[config.mk]
export PLATFORM = sky130hd
export DESIGN_NAME = rr_arbiter
export DESIGN_NICKNAME = d
export VERILOG_FILES = /design/src/rtl/rr_arbiter.sv
export SDC_FILE = /design/constraint.sdc
export NUM_CORES = 1
export LEC_CHECK = 0
export BUFFER_PORTS_ARGS = -buffer_cell sky130_fd_sc_hd__buf_4
export CAP_MARGIN = 20
export CORE_MARGIN = 10
export CORE_UTILIZATION = 35
export CTS_CLUSTER_SIZE = 28
export DETAILED_ROUTE_END_ITERATION = 12
export PLACE_DENSITY = 0.63
export SETUP_SLACK_MARGIN = 0.05
export SYNTH_ARGS = -nofsm -noshare
export SYNTH_HDL_FRONTEND = slang
export SYNTH_SLANG_ARGS = --single-unit
export TNS_END_PERCENT = 50
[constraint.sdc]
create_clock -name clk -period 1.8 [get_ports clk]
set_input_delay 0.36 -clock clk [delete_from_list [all_inputs] [get_ports clk]]
set_output_delay 0.36 -clock clk [all_outputs]
set_load 0.03 [all_outputs]
[src/rtl/rr_arbiter.sv]
// Round-robin arbiter for 2**N requesters; a grant is held until the resource pulses done.
// Optional feature macro: ARB_TIMEOUT_EN adds a forced release after TIMEOUT cycles and the timeout output.

module rr_arbiter #(
    parameter int N       = 3,
    parameter int TIMEOUT = 16
) (
    input  logic              clk,
    input  logic              rst,
    input  logic [2**N-1:0]   req,
    input  logic              done,
    output logic [2**N-1:0]   grant,
    output logic [N-1:0]      grant_idx,
    output logic              grant_valid
`ifdef ARB_TIMEOUT_EN
    ,
    output logic              timeout
`endif
);

    localparam int REQ = 2**N;

    typedef enum logic {
        S_IDLE = 1'b0,
        S_BUSY = 1'b1
    } state_t;

    state_t           r_state;
    logic [REQ-1:0]   r_grant;
    logic [N-1:0]     r_grant_idx;
    logic [N-1:0]     r_last_idx;
    logic             r_grant_valid;

    logic [REQ-1:0]   w_lower_mask;
    logic [REQ-1:0]   w_masked_req;
    logic [N-1:0]     w_masked_idx;
    logic [N-1:0]     w_full_idx;
    logic [N-1:0]     w_winner;
    logic [REQ-1:0]   w_winner_onehot;
    logic             w_req_any;

    // Priority encoder: highest set index wins.
    function automatic logic [N-1:0] f_highest(input logic [REQ-1:0] v);
        logic [N-1:0] idx;
        idx = '0;
        for (int i = 0; i < REQ; i++) begin
            if (v[i]) idx = i[N-1:0];
        end
        return idx;
    endfunction

    if (TIMEOUT < 1) begin : g_bad_timeout
        $error("rr_arbiter: TIMEOUT must be at least 1");
    end

    // Only requesters below the last winner are eligible first, so the winner rotates downward.
    for (genvar gi = 0; gi < REQ; gi++) begin : g_mask
        assign w_lower_mask[gi]    = (r_last_idx > N'(gi));
        assign w_winner_onehot[gi] = (w_winner == N'(gi));
    end

    assign w_masked_req = req & w_lower_mask;
    assign w_masked_idx = f_highest(w_masked_req);
    assign w_full_idx   = f_highest(req);
    assign w_winner     = (|w_masked_req) ? w_masked_idx : w_full_idx;
    assign w_req_any    = |req;

`ifdef ARB_TIMEOUT_EN
    localparam int               CNT_W    = $clog2(TIMEOUT) + 1;
    localparam logic [CNT_W-1:0] CNT_LAST = CNT_W'(TIMEOUT - 1);

    logic [CNT_W-1:0] r_cnt;
    logic             r_timeout;

    assign timeout = r_timeout;
`endif

    always_ff @(posedge clk) begin
        if (rst) begin
            r_state       <= S_IDLE;
            r_grant       <= '0;
            r_grant_idx   <= '0;
            r_grant_valid <= 1'b0;
            r_last_idx    <= '0;
`ifdef ARB_TIMEOUT_EN
            r_cnt         <= '0;
            r_timeout     <= 1'b0;
`endif
        end else begin
`ifdef ARB_TIMEOUT_EN
            r_timeout <= 1'b0;
`endif
            case (r_state)
                S_IDLE: begin
                    if (w_req_any) begin
                        r_state       <= S_BUSY;
                        r_grant       <= w_winner_onehot;
                        r_grant_idx   <= w_winner;
                        r_grant_valid <= 1'b1;
                        r_last_idx    <= w_winner;
`ifdef ARB_TIMEOUT_EN
                        r_cnt         <= '0;
`endif
                    end
                end
                S_BUSY: begin
                    // done wins over an expiring timeout in the same cycle.
                    if (done) begin
                        r_state       <= S_IDLE;
                        r_grant       <= '0;
                        r_grant_valid <= 1'b0;
                    end
`ifdef ARB_TIMEOUT_EN
                    else if (r_cnt == CNT_LAST) begin
                        r_state       <= S_IDLE;
                        r_grant       <= '0;
                        r_grant_valid <= 1'b0;
                        r_timeout     <= 1'b1;
                    end else begin
                        r_cnt <= r_cnt + 1'b1;
                    end
`endif
                end
                default: begin
                    r_state       <= S_IDLE;
                    r_grant       <= '0;
                    r_grant_valid <= 1'b0;
                end
            endcase
        end
    end

    assign grant       = r_grant;
    assign grant_idx   = r_grant_idx;
    assign grant_valid = r_grant_valid;

endmodule

==> run_results.csv <==
group,metric,value,unit
sta,max_slew_margin,74.5,%
grt,antenna_found_initial,0,
power_and_ir_drop,peakVddDrop,0.605,mV
yosys,syn_nets,99,
clock_tree,clkLatencyLatePin,0.28,ns
finish,ff_latch_area,263,um^2
yosys,ys_types,37,
clock_tree,cts-root-buf,"clkbuf_4",
critical_path,cp_max_fo,9,
finish,multiInputGateArea,534,um^2
grt,grt_max_degree,13,
yosys,avgSynthCellArea,9.46,um^2
critical_path,cp_cell_sequence,"a21oi_1 -> o21a_1 -> nor2b_1 -> a22oi_4 -> a2bb2o_4",
grt,grt_pass1_vias,765,
clock_tree,clkTransAtPathRegs,0.07,ns
die,dieArea,4730,um^2
critical_path,max_stage_delay,0.52,ns
yosys,ys_ff_latch,13,
yosys,yosysSeqAreaShare,31.3,%
critical_path,worst_ep_arrival_time,1.85,ns
die,core,2230,um^2
critical_path,path_depth,5,
yosys,yosysWarnings,0,
yosys,synth_top_area_share,31.3,%
clock_tree,post_cts_buffers,0,
clock_tree,cts_sinks,13,
route,vias_per_cell,5.55,
power_and_ir_drop,p_clk_share,20.1,%
critical_path,critPathBufInv,0,
sta,holdWs,0.332,ns
critical_path,required,1.98,ns
yosys,syn_area,832,um^2
yosys,synthAdderAreaFrac,0,%
placed_design,placedCellCount,139,
power_and_ir_drop,p_leak,0.432,nW
yosys,muxShareOfSynthArea,1.80,%
critical_path,cp-end-kind,"register",
route,vias,794,
sta,fin_crit_sh,92.4,%
grt,grt_overflow,0,
route,drtAntennaViolNets,0,
sta,fmax,602,MHz
clock_tree,cts-buffers-inserted,3,
power_and_ir_drop,power.share.switching,37.2,%
critical_path,startpoint_type,"register",
die,die_w,68.8,um
finish,layout_common_cells,"buf_4, dfxtp_1, a21oi_1, nand2_1",
critical_path,criticalPathCategory,"register to register",
route,dr.pass1.iters,4,
route,detail_route.iter0.violations,10,
finish,final_cells,143,
route,drc_errors,0,
clock_tree,cts_hold_buf,0,
yosys,syn_inst,88,
finish,final_area,1080,um^2
finish,final_layout_size_suffix_gt1_share,40.9,%
yosys,synth_compound_area_share,42.7,%
critical_path,reg2reg_depth,5,
run_status,status,"complete, no violations",
yosys,synth_top_area_cell,"dfxtp_1",
die,row_count,17,
power_and_ir_drop,p_switching,0.000331,W
sta,tns,0,ns
finish,nFillCells,225,
route,wirelength,2060,um
finish,syn2layout_area_growth,29.3,%
worst_hold_path,whs_path_depth,2,
sta,hold_viol,0,
yosys,synth_top_family_by_area,"compound AO/OA/AOI/OAI gates",
sta,setup_violations,0,
grt,grt_pass1_wl,3570,um
placed_design,dpl-instance-area,1050,um^2
die,die_y,68.8,um
sta,tightest_slew,0.380,ns
clock_tree,cts_tree,"done",
grt,grt_util_all_layers,9.79,%
die,ios,23,
route,wire_per_inst,14.4,um
finish,mostFrequentLayoutCell,"buf_4",
sta,post-route-min-period,1.66,ns
sta,skew,0.00431,ns
yosys,synthSimpleGateAreaFrac,19.7,%
power_and_ir_drop,p_int,0.000560,W
critical_path,cp_top_family,"compound AO/OA/AOI/OAI gates",
run,max-cap-violations,0,
finish,nNetsFinal,127,
finish,n_antenna_cell,0,
power_and_ir_drop,power_density,828,nW/um^2
clock_tree,htree_levels,1,
placed_design,place_hpwl,1680,um
die,start_util,37.3,%
yosys,synth_area_leaders,"dfxtp_1, a21oi_1, o2bb2ai_1",
finish,fin_util,48.2,%
power_and_ir_drop,p_comb_share,40.0,%
sta,slew_viol_final,0,
clock_tree,clk_path_buf_depth,2,
yosys,synthXorXnorAreaFrac,0,%
critical_path,crit_path_top_delay_cell,"dfxtp_1",
sta,rsz0062_at_grt,"true",
placed_design,io_buffers,22,
placed_design,place_congestion,0.760,
power_and_ir_drop,power_frac_seq,39.9,%
worst_hold_path,hold_class,"primary input to register",
[metal layers]
layer,GRT usage (%),share of wire (%),vias to the layer above
li1,-,-,395
met1,11.5,45,380
met2,15.4,48,14
met3,3.86,5.3,5
met4,4.43,1.7,0
met5,0,0,-
[worst paths after layout]
check	startpoint	end	slack (ns)
worst max-delay path	r_last_idx[1]	grant[3]	0.14
worst min-delay path	rst	grant_valid	0.33
worst max register to register	r_last_idx[1]	grant[3]	0.14
worst min register to register	grant[4]	grant[4]	0.47
[layout make-up]
| cell class | instances | area share [%] |
|---|---|---|
| clock buffers | 4 | 2.44 |
| inverters | 4 | 1.40 |
| multi-input cells | 67 | 49.7 |
| flip-flops and latches | 13 | 24.4 |
| well taps | 28 | 3.26 |
| repair buffers | 27 | 18.8 |
[cell usage after synthesis, drive strengths merged]
master and instances:
a311oi 1, a21bo 1, a31oi 1, nor2b 1, o21ai 6, a211oi 1, o31a 1, buf 4
o21a 1, and3 2, o22ai 1, dfxtp 13, mux2 1, o221ai 1, o211ai 3, a22oi 1
inv 4, nand4 2, nand2 7, a2bb2o 1, a22o 2, nor4 1, nand3 5, nand2b 1
o31ai 1, a32o 2, o211a 2, a21oi 9, o2bb2ai 4, nor2 7, o221a 1
[cells by family (layout without fill, tap and decap cells)]
kind of cell,after synthesis,in the layout
muxes,1,1
DFF,13,13
and+or+nand+nor,26,26
buffers and inverters,8,35
AOI/OAI and AO/OA,40,40
[stage by stage]
step | power (W) | worst slack, ns
6_report | 0.000891 | 0.138
3_3_place_gp | 0.000716 | 0.134
3_5_place_dp | 0.000721 | 0.111
5_1_grt | 0.000953 | 0.0273
2_1_floorplan | 0.000594 | 0.0556
4_1_cts | 0.000900 | 0.118
[timing repair]
item                                    in CTS  in global routing
resized for setup                            0                  1
endpoints found under the setup margin       0                  5
hold endpoints to repair                     0                  0
[worst register-to-register path, delay by kind of cell, from the launching register on]
kind / cells / cell delay, ns
AOI/OAI and AO/OA: 4 / 0.89
DFF: 1 / 0.52
and+or+nand+nor: 1 / 0.16
[sequential cells by signal, indices dropped and copies added (netlist names)]
| signal | flops |
|---|---|
| grant | 8 |
| grant_valid | 1 |
| r_state | 1 |
| r_last_idx | 3 |
[power groups by stage]
stage          clock network [W]  logic (W)  registers [W]
4_1_cts                 0.000185   0.000360       0.000355
3_5_place_dp                   0   0.000360       0.000361
5_1_grt                 0.000202   0.000389       0.000362
2_1_floorplan                  0   0.000207       0.000388
3_3_place_gp                   0   0.000356       0.000360
6_report                0.000179   0.000356       0.000356
Note: power is estimated with default switching activity, not from simulation.
